--- config.mk ---
export PLATFORM = sky130hd
export DESIGN_NAME = trig_readout_sched
export DESIGN_NICKNAME = d
export VERILOG_FILES = /design/src/rtl/trig_sched_pkg.sv /design/src/rtl/evt_fifo.sv /design/src/rtl/trig_readout_sched.sv
export SDC_FILE = /design/constraint.sdc
export NUM_CORES = 1
export LEC_CHECK = 0
export ABC_CLOCK_PERIOD_IN_PS = 2500
export BUFFER_PORTS_ARGS = -buffer_cell sky130_fd_sc_hd__buf_2
export CAP_MARGIN = 40
export CORE_ASPECT_RATIO = 2
export CORE_MARGIN = 3
export CORE_UTILIZATION = 50
export DETAILED_ROUTE_END_ITERATION = 8
export GPL_ROUTABILITY_DRIVEN = 0
export PLACE_DENSITY = 0.79
export REMOVE_ABC_BUFFERS = 1
export SKIP_LAST_GASP = 1
export SLEW_MARGIN = 5
export SYNTH_ARGS = -nofsm -noshare
export SYNTH_HDL_FRONTEND = slang
export SYNTH_SLANG_ARGS = --single-unit
--- constraint.sdc ---
create_clock -name clk -period 2.5 [get_ports clk]
set_input_delay 0.125 -clock clk [delete_from_list [all_inputs] [get_ports clk]]
set_output_delay 0.125 -clock clk [all_outputs]
set_load 0.1 [all_outputs]
--- src/rtl/trig_sched_pkg.sv ---
// Shared types and sizing helpers for the trigger readout scheduler.
package trig_sched_pkg;

  localparam int unsigned NSAMP_W = 5;
  localparam int unsigned STAT_W  = 16;

  typedef enum logic [2:0] {
    ST_IDLE = 3'd0,
    ST_REQ  = 3'd1,
    ST_XFER = 3'd2,
    ST_DONE = 3'd3,
    ST_GAP  = 3'd4
  } state_t;

  // Bits needed to hold values 0..n (never less than one bit).
  function automatic int unsigned cnt_bits(input int unsigned n);
    return (n == 0) ? 1 : $clog2(n + 1);
  endfunction

  // Saturating add of a small increment onto a statistics counter.
  function automatic logic [STAT_W-1:0] sat_add(input logic [STAT_W-1:0] a,
                                               input logic [1:0] inc);
    logic [STAT_W:0] sum;
    sum = {1'b0, a} + (STAT_W + 1)'(inc);
    return sum[STAT_W] ? {STAT_W{1'b1}} : sum[STAT_W-1:0];
  endfunction

endpackage

--- src/rtl/evt_fifo.sv ---
// One-bit-wide pending-event queue; accepts push on full when a pop happens in the same cycle.
module evt_fifo #(
  parameter int unsigned DEPTH = 8
) (
  input  logic                   clk,
  input  logic                   rst_n,
  input  logic                   push,
  input  logic                   din,
  input  logic                   pop,
  output logic                   head_c,
  output logic                   full_c,
  output logic                   empty_c,
  output logic [$clog2(DEPTH):0] count
);

  localparam int unsigned AW = $clog2(DEPTH);
  localparam int unsigned CW = AW + 1;

  logic [DEPTH-1:0] mem;
  logic [AW-1:0]    wr_ptr;
  logic [AW-1:0]    rd_ptr;
  logic             wr_en_c;
  logic             rd_en_c;

  assign empty_c = (count == '0);
  assign full_c  = (count == CW'(DEPTH));
  assign head_c  = mem[rd_ptr];
  assign rd_en_c = pop & ~empty_c;
  assign wr_en_c = push & (~full_c | rd_en_c);

  // Pointers are AW bits wide so they wrap modulo DEPTH on their own.
  always_ff @(posedge clk or negedge rst_n) begin
    if (!rst_n) begin
      mem    <= '0;
      wr_ptr <= '0;
      rd_ptr <= '0;
      count  <= '0;
    end else begin
      if (wr_en_c) begin
        mem[wr_ptr] <= din;
        wr_ptr      <= wr_ptr + AW'(1);
      end
      if (rd_en_c) begin
        rd_ptr <= rd_ptr + AW'(1);
      end
      case ({wr_en_c, rd_en_c})
        2'b10:   count <= count + CW'(1);
        2'b01:   count <= count - CW'(1);
        default: count <= count;
      endcase
    end
  end

endmodule

--- src/rtl/trig_readout_sched.sv ---
// Queues L1A match/no-match decisions and grants the shared SCA readout path one event at a time.
// Define SCHED_STATS_EN to add saturating n_match/n_nomatch/n_drop counters.
module trig_readout_sched
  import trig_sched_pkg::*;
#(
  parameter int unsigned DEPTH   = 8,
  parameter int unsigned GAP_CYC = 2,
  parameter int unsigned TO_CYC  = 63
) (
  input  logic               clk,
  input  logic               rst_n,
  input  logic               matchr,
  input  logic               no_match,
  input  logic [NSAMP_W-1:0] nsamp,
  input  logic               clr_err,
  input  logic               rd_ack,
  output logic               rd_req,
  output logic               rd_match,
  output logic               rd_shift,
  output logic               evt_done,
  output logic               busy,
  output logic               ovfl,
  output logic               tmo,
  output logic               conflict
`ifdef SCHED_STATS_EN
  ,
  output logic [STAT_W-1:0]  n_match,
  output logic [STAT_W-1:0]  n_nomatch,
  output logic [STAT_W-1:0]  n_drop
`endif
);

  localparam int unsigned CW     = $clog2(DEPTH) + 1;
  localparam int unsigned WAIT_W = cnt_bits(TO_CYC);
  localparam int unsigned GAP_W  = cnt_bits(GAP_CYC);

  state_t              state;
  logic                evt_type;
  logic [NSAMP_W-1:0]  ns_lat;
  logic [NSAMP_W-1:0]  samp_cnt;
  logic [WAIT_W-1:0]   wait_cnt;
  logic [GAP_W-1:0]    gap_cnt;

  logic                head_c;
  logic                full_c;
  logic                empty_c;
  logic [CW-1:0]       count;

  logic                push_req_c;
  logic                push_ok_c;
  logic                pop_c;
  logic                drop_c;
  logic                tmo_set_c;
  logic [CW-1:0]       count_nxt_c;
  logic                idle_busy_c;

  // A simultaneous MATCHR/NO_MATCH is queued as a match.
  assign push_req_c  = matchr | no_match;
  assign pop_c       = (state == ST_IDLE) & ~empty_c;
  assign push_ok_c   = push_req_c & (~full_c | pop_c);
  assign drop_c      = push_req_c & full_c & ~pop_c;
  assign tmo_set_c   = (state == ST_REQ) & ~rd_ack & (wait_cnt == WAIT_W'(TO_CYC - 1));
  assign count_nxt_c = count + CW'(push_ok_c) - CW'(pop_c);
  assign idle_busy_c = (count_nxt_c != '0);

  evt_fifo #(
    .DEPTH (DEPTH)
  ) u_fifo (
    .clk     (clk),
    .rst_n   (rst_n),
    .push    (push_req_c),
    .din     (matchr),
    .pop     (pop_c),
    .head_c  (head_c),
    .full_c  (full_c),
    .empty_c (empty_c),
    .count   (count)
  );

  // Scheduler FSM; outputs are registered alongside the state they belong to.
  always_ff @(posedge clk or negedge rst_n) begin
    if (!rst_n) begin
      state    <= ST_IDLE;
      evt_type <= 1'b0;
      ns_lat   <= '0;
      samp_cnt <= '0;
      wait_cnt <= '0;
      gap_cnt  <= '0;
      rd_req   <= 1'b0;
      rd_match <= 1'b0;
      rd_shift <= 1'b0;
      evt_done <= 1'b0;
      busy     <= 1'b0;
    end else begin
      rd_req   <= 1'b0;
      rd_match <= 1'b0;
      rd_shift <= 1'b0;
      evt_done <= 1'b0;
      busy     <= 1'b1;
      case (state)
        ST_IDLE: begin
          if (!empty_c) begin
            state    <= ST_REQ;
            evt_type <= head_c;
            ns_lat   <= nsamp;
            wait_cnt <= '0;
            rd_req   <= 1'b1;
            rd_match <= head_c;
          end else begin
            busy <= idle_busy_c;
          end
        end
        ST_REQ: begin
          if (rd_ack) begin
            if (evt_type && (ns_lat != '0)) begin
              state    <= ST_XFER;
              samp_cnt <= '0;
              rd_shift <= 1'b1;
              rd_match <= 1'b1;
            end else begin
              state    <= ST_DONE;
              evt_done <= 1'b1;
            end
          end else if (tmo_set_c) begin
            gap_cnt <= '0;
            if (GAP_CYC == 0) begin
              state <= ST_IDLE;
              busy  <= idle_busy_c;
            end else begin
              state <= ST_GAP;
            end
          end else begin
            wait_cnt <= wait_cnt + WAIT_W'(1);
            rd_req   <= 1'b1;
            rd_match <= evt_type;
          end
        end
        ST_XFER: begin
          if (samp_cnt == ns_lat - NSAMP_W'(1)) begin
            state    <= ST_DONE;
            evt_done <= 1'b1;
          end else begin
            samp_cnt <= samp_cnt + NSAMP_W'(1);
            rd_shift <= 1'b1;
            rd_match <= 1'b1;
          end
        end
        ST_DONE: begin
          gap_cnt <= '0;
          if (GAP_CYC == 0) begin
            state <= ST_IDLE;
            busy  <= idle_busy_c;
          end else begin
            state <= ST_GAP;
          end
        end
        ST_GAP: begin
          if (gap_cnt == GAP_W'(GAP_CYC - 1)) begin
            state <= ST_IDLE;
            busy  <= idle_busy_c;
          end else begin
            gap_cnt <= gap_cnt + GAP_W'(1);
          end
        end
        default: begin
          state <= ST_IDLE;
          busy  <= idle_busy_c;
        end
      endcase
    end
  end

  // Sticky error flags: a set in the same cycle as a clear wins.
  always_ff @(posedge clk or negedge rst_n) begin
    if (!rst_n) begin
      ovfl     <= 1'b0;
      tmo      <= 1'b0;
      conflict <= 1'b0;
    end else begin
      ovfl     <= drop_c | (ovfl & ~clr_err);
      tmo      <= tmo_set_c | (tmo & ~clr_err);
      conflict <= matchr & no_match;
    end
  end

`ifdef SCHED_STATS_EN
  logic       done_now_c;
  logic [1:0] drop_inc_c;

  assign done_now_c = (state == ST_DONE);
  assign drop_inc_c = 2'(drop_c) + 2'(tmo_set_c);

  // Serviced counts tick on the EVT_DONE cycle; drops count queue overflows and ACK timeouts.
  always_ff @(posedge clk or negedge rst_n) begin
    if (!rst_n) begin
      n_match   <= '0;
      n_nomatch <= '0;
      n_drop    <= '0;
    end else if (clr_err) begin
      n_match   <= STAT_W'(done_now_c & evt_type);
      n_nomatch <= STAT_W'(done_now_c & ~evt_type);
      n_drop    <= STAT_W'(drop_inc_c);
    end else begin
      n_match   <= sat_add(n_match, 2'(done_now_c & evt_type));
      n_nomatch <= sat_add(n_nomatch, 2'(done_now_c & ~evt_type));
      n_drop    <= sat_add(n_drop, drop_inc_c);
    end
  end
`endif

endmodule

==> results.md <==
* NetSw at 0.001888 W
* Hold Vio Cnt, Final at 0
* Flops & latches, synth at 48
* Final cell count without fillers at 346
* Dpl hpwl at 3.930 mm
* Minimum clock period at 2415 ps
* Worst setup EP type: register
* Count of pins over their slew limit at 0
* Sw Ratio at 42.41%
* Clock buffer depth at 2
* FF/Latch Area at 1201 um2
* Yosys cell types at 49
* WL final at 5.264 mm
* DP Area at 2878 um2
* Area of the multi-input gates at 1295 um2
* Initial Util at 52.68%
* Clock group share of total power at 15.3%
* Routed via count at 1924
* Antenna-violating nets left at 0
* Tightest Pin Transition at 470.5 ps
* Syn_area_per_cell at 10.52 um2
* CP Data Arrival Time at 2610 ps
* # placed instances at 333
* Hold Slack at 13.02 ps
* Die height at 108.2 um
* CTS clock-pin slew for the worst setup and hold paths at 100 ps
* Setup ws final at 84.84 ps
* Worst setup path class: reg2reg
* Share of power burned in registers at 31.6%
* Final core occ at 62.07%
* Startpoint Class: register
* TritonCTS Buffers at 5
* DRT Pass-1 Iters at 4
* Die X at 57.09 um
* Initial antenna violation count at 0
* Worst slew margin at 68.37%
* Max Cap Violations at 0
* Vias in the first global route at 2019
* Max Fclk at 0.4141 GHz
* Final instance area at 3075 um2
* Via/cell ratio at 5.561
* Commonest non-fill, non-tap cell in the layout: dfrtp_1
* Layout cells sized above 1 at 24.57%
* Worst Skew at 12.07 ps
* Leakage power at 1.477 nW
* Tot GR Track Use at 19.21%
* EDFF count, synth at 0
* Synth Flop Type: dfrtp_1
* Buffers on Ports at 18
* Largest net degree at the start of global routing at 29
* H-tree depth at 2
* Setup WS pre-CTS at -67.83 ps
* FP Rows at 36
* Most frequent cells in the layout: dfrtp_1, nand2_1, inv_1, buf_4, buf_2
* Layout area overhead at 17.83%
* Final nets at 317
* Logic gate share of total power at 53.1%
* # clock sinks at 48
* Setup Viol. Count Final at 0
* RSZ-0062 raised after global routing: yes
* Tcrit/Tclk final at 96.61%
* Int Pwr at 0.002564 W
* Total gr overflow at 0
* Synth Instances at 248
* Synthesized cell area at 2610 um2
* CTS tree: yes
* Die area at 6176 um2
* Status: finished, final reports clean
* Worst endpoint required time at 2700 ps
* DR WL/cell at 15.21 um
* Pwr dens at 1447 nW/um2
* Worst Path Max Fanout at 3
* Root Buffer: clkbuf_8
* Synth warnings at 0
* First-pass GRT wire length at 9.142 mm
* Core area at 4955 um2
* Top Ports at 19
* Number of DRC markers in iteration 0 at 103
* Seq/Total Area, Yosys at 46.02%
* Hold Crit Class: in2reg
* Fraction of registers with async set/reset at 100.0%
* # diodes at 0
* DRC Markers at 0
* Worst vdd ir at 1043 uV
* Clock Latency Late Sink at 310 ps
* # fillers at 415
==> power groups by stage <==
stage          Sequential [W]  Clock, W  Combinational, W
2_1_floorplan         0.00166         0           0.00138
3_3_place_gp          0.00140         0           0.00223
3_5_place_dp          0.00141         0           0.00232
4_1_cts               0.00140  0.000695           0.00234
5_1_grt               0.00145  0.000725           0.00264
6_report              0.00141  0.000682           0.00236
==> worst max-delay path, stage by stage (launching register included) <==
cell and delay, ps:
dfrtp_1 400, inv_2 60, ha_2 170, or3b_4 400, nand2b_4 100, a31oi_4 100
inv_4 70, ha_2 170, ha_1 220, a21o_1 180, a21oi_2 130, xnor2_1 120
nor2_1 60, xnor2_1 120
==> Yosys cell counts, drive strengths merged (3+ instances only) <==
| library cell | count | area share [%] |
|---|---|---|
| clkbuf | 5 | 0.72 |
| xor2 | 7 | 2.3 |
| nor2 | 14 | 2.0 |
| buf | 4 | 0.67 |
| nand4 | 5 | 1.2 |
| o21ai | 8 | 1.5 |
| o22ai | 6 | 1.4 |
| a21o | 3 | 0.86 |
| xnor2 | 13 | 4.4 |
| mux2 | 8 | 3.5 |
| nor3 | 3 | 0.58 |
| inv | 23 | 3.4 |
| nand3 | 8 | 1.5 |
| a31oi | 3 | 1.3 |
| a21oi | 6 | 1.2 |
| nand2 | 31 | 4.5 |
| ha | 16 | 7.7 |
| dfrtp | 48 | 46 |
==> final cells by class <==
class	count	share of cell area (%)
Tap cell	57	2.319
Inverter	23	2.889
Sequential cell	48	39.06
Multi-Input combinational cell	168	42.11
Clock buffer	5	2.238
Clock inverter	3	2.238
Timing Repair Buffer	42	9.154
==> final timing paths <==
path / from / to / slack [ps] / cells after the start
worst max-delay path: u_fifo.count[2]$_DFFE_PN0P_ / u_fifo.count[3]$_DFFE_PN0P_ / 80 / 13
worst min-delay path: nsamp[2] / ns_lat[2]$_DFFE_PN0P_ / 10 / 3
worst max register to register: u_fifo.count[2]$_DFFE_PN0P_ / u_fifo.count[3]$_DFFE_PN0P_ / 80 / 13
worst min register to register: u_fifo.mem[2]$_DFFE_PN0P_ / u_fifo.mem[2]$_DFFE_PN0P_ / 500 / 1
max in group asynchronous: rst_n / gap_cnt[1]$_DFFE_PN0P_ / 1480 / 3
min in group asynchronous: rst_n / wait_cnt[1]$_DFFE_PN0P_ / 280 / 2
==> kinds of logic after synthesis <==
kind of cell / synth area share [%]
flip-flops: 46.02
multiplexers: 5.944
buffers and inverters: 4.794
XOR/XNOR: 7.574
adder cells (fa/ha/maj): 9.204
AND/OR/NAND/NOR: 17.02
AO/OA/AOI/OAI: 9.444
==> per-stage QoR <==
stage	power (W)	TNS, ps
2_1_floorplan	0.003039	-300.4
3_3_place_gp	0.003624	-11.45
3_5_place_dp	0.003729	-75.06
4_1_cts	0.004440	0
5_1_grt	0.004813	-24.61
6_report	0.004451	0
==> state kept, by name (all words and copies together) (netlist names) <==
register	flops
u_fifo.mem	8
state	3
gap_cnt	2
rd_shift	1
rd_req	1
evt_type	1
rd_match	1
ns_lat	5
ovfl	1
u_fifo.rd_ptr	3
wait_cnt	6
u_fifo.count	4
evt_done	1
samp_cnt	5
conflict	1
u_fifo.wr_ptr	3
busy	1
tmo	1
==> per-layer routing <==
layer,track usage (%),routed length (um)
met4,7.463,80
met1,20.53,2038
met5,0,0
met2,35.92,3009
met3,3.823,135
==> repair_timing <==
item                                   4_1_cts  5_1_grt
setup endpoints to repair                    3        2
pin swaps                                    0        3
buffers inserted                             0        2
resized for setup                            2        5
hold buffers                                 3        0
endpoints found under the hold margin       22        0
Note: power is estimated with default switching activity, not from simulation.
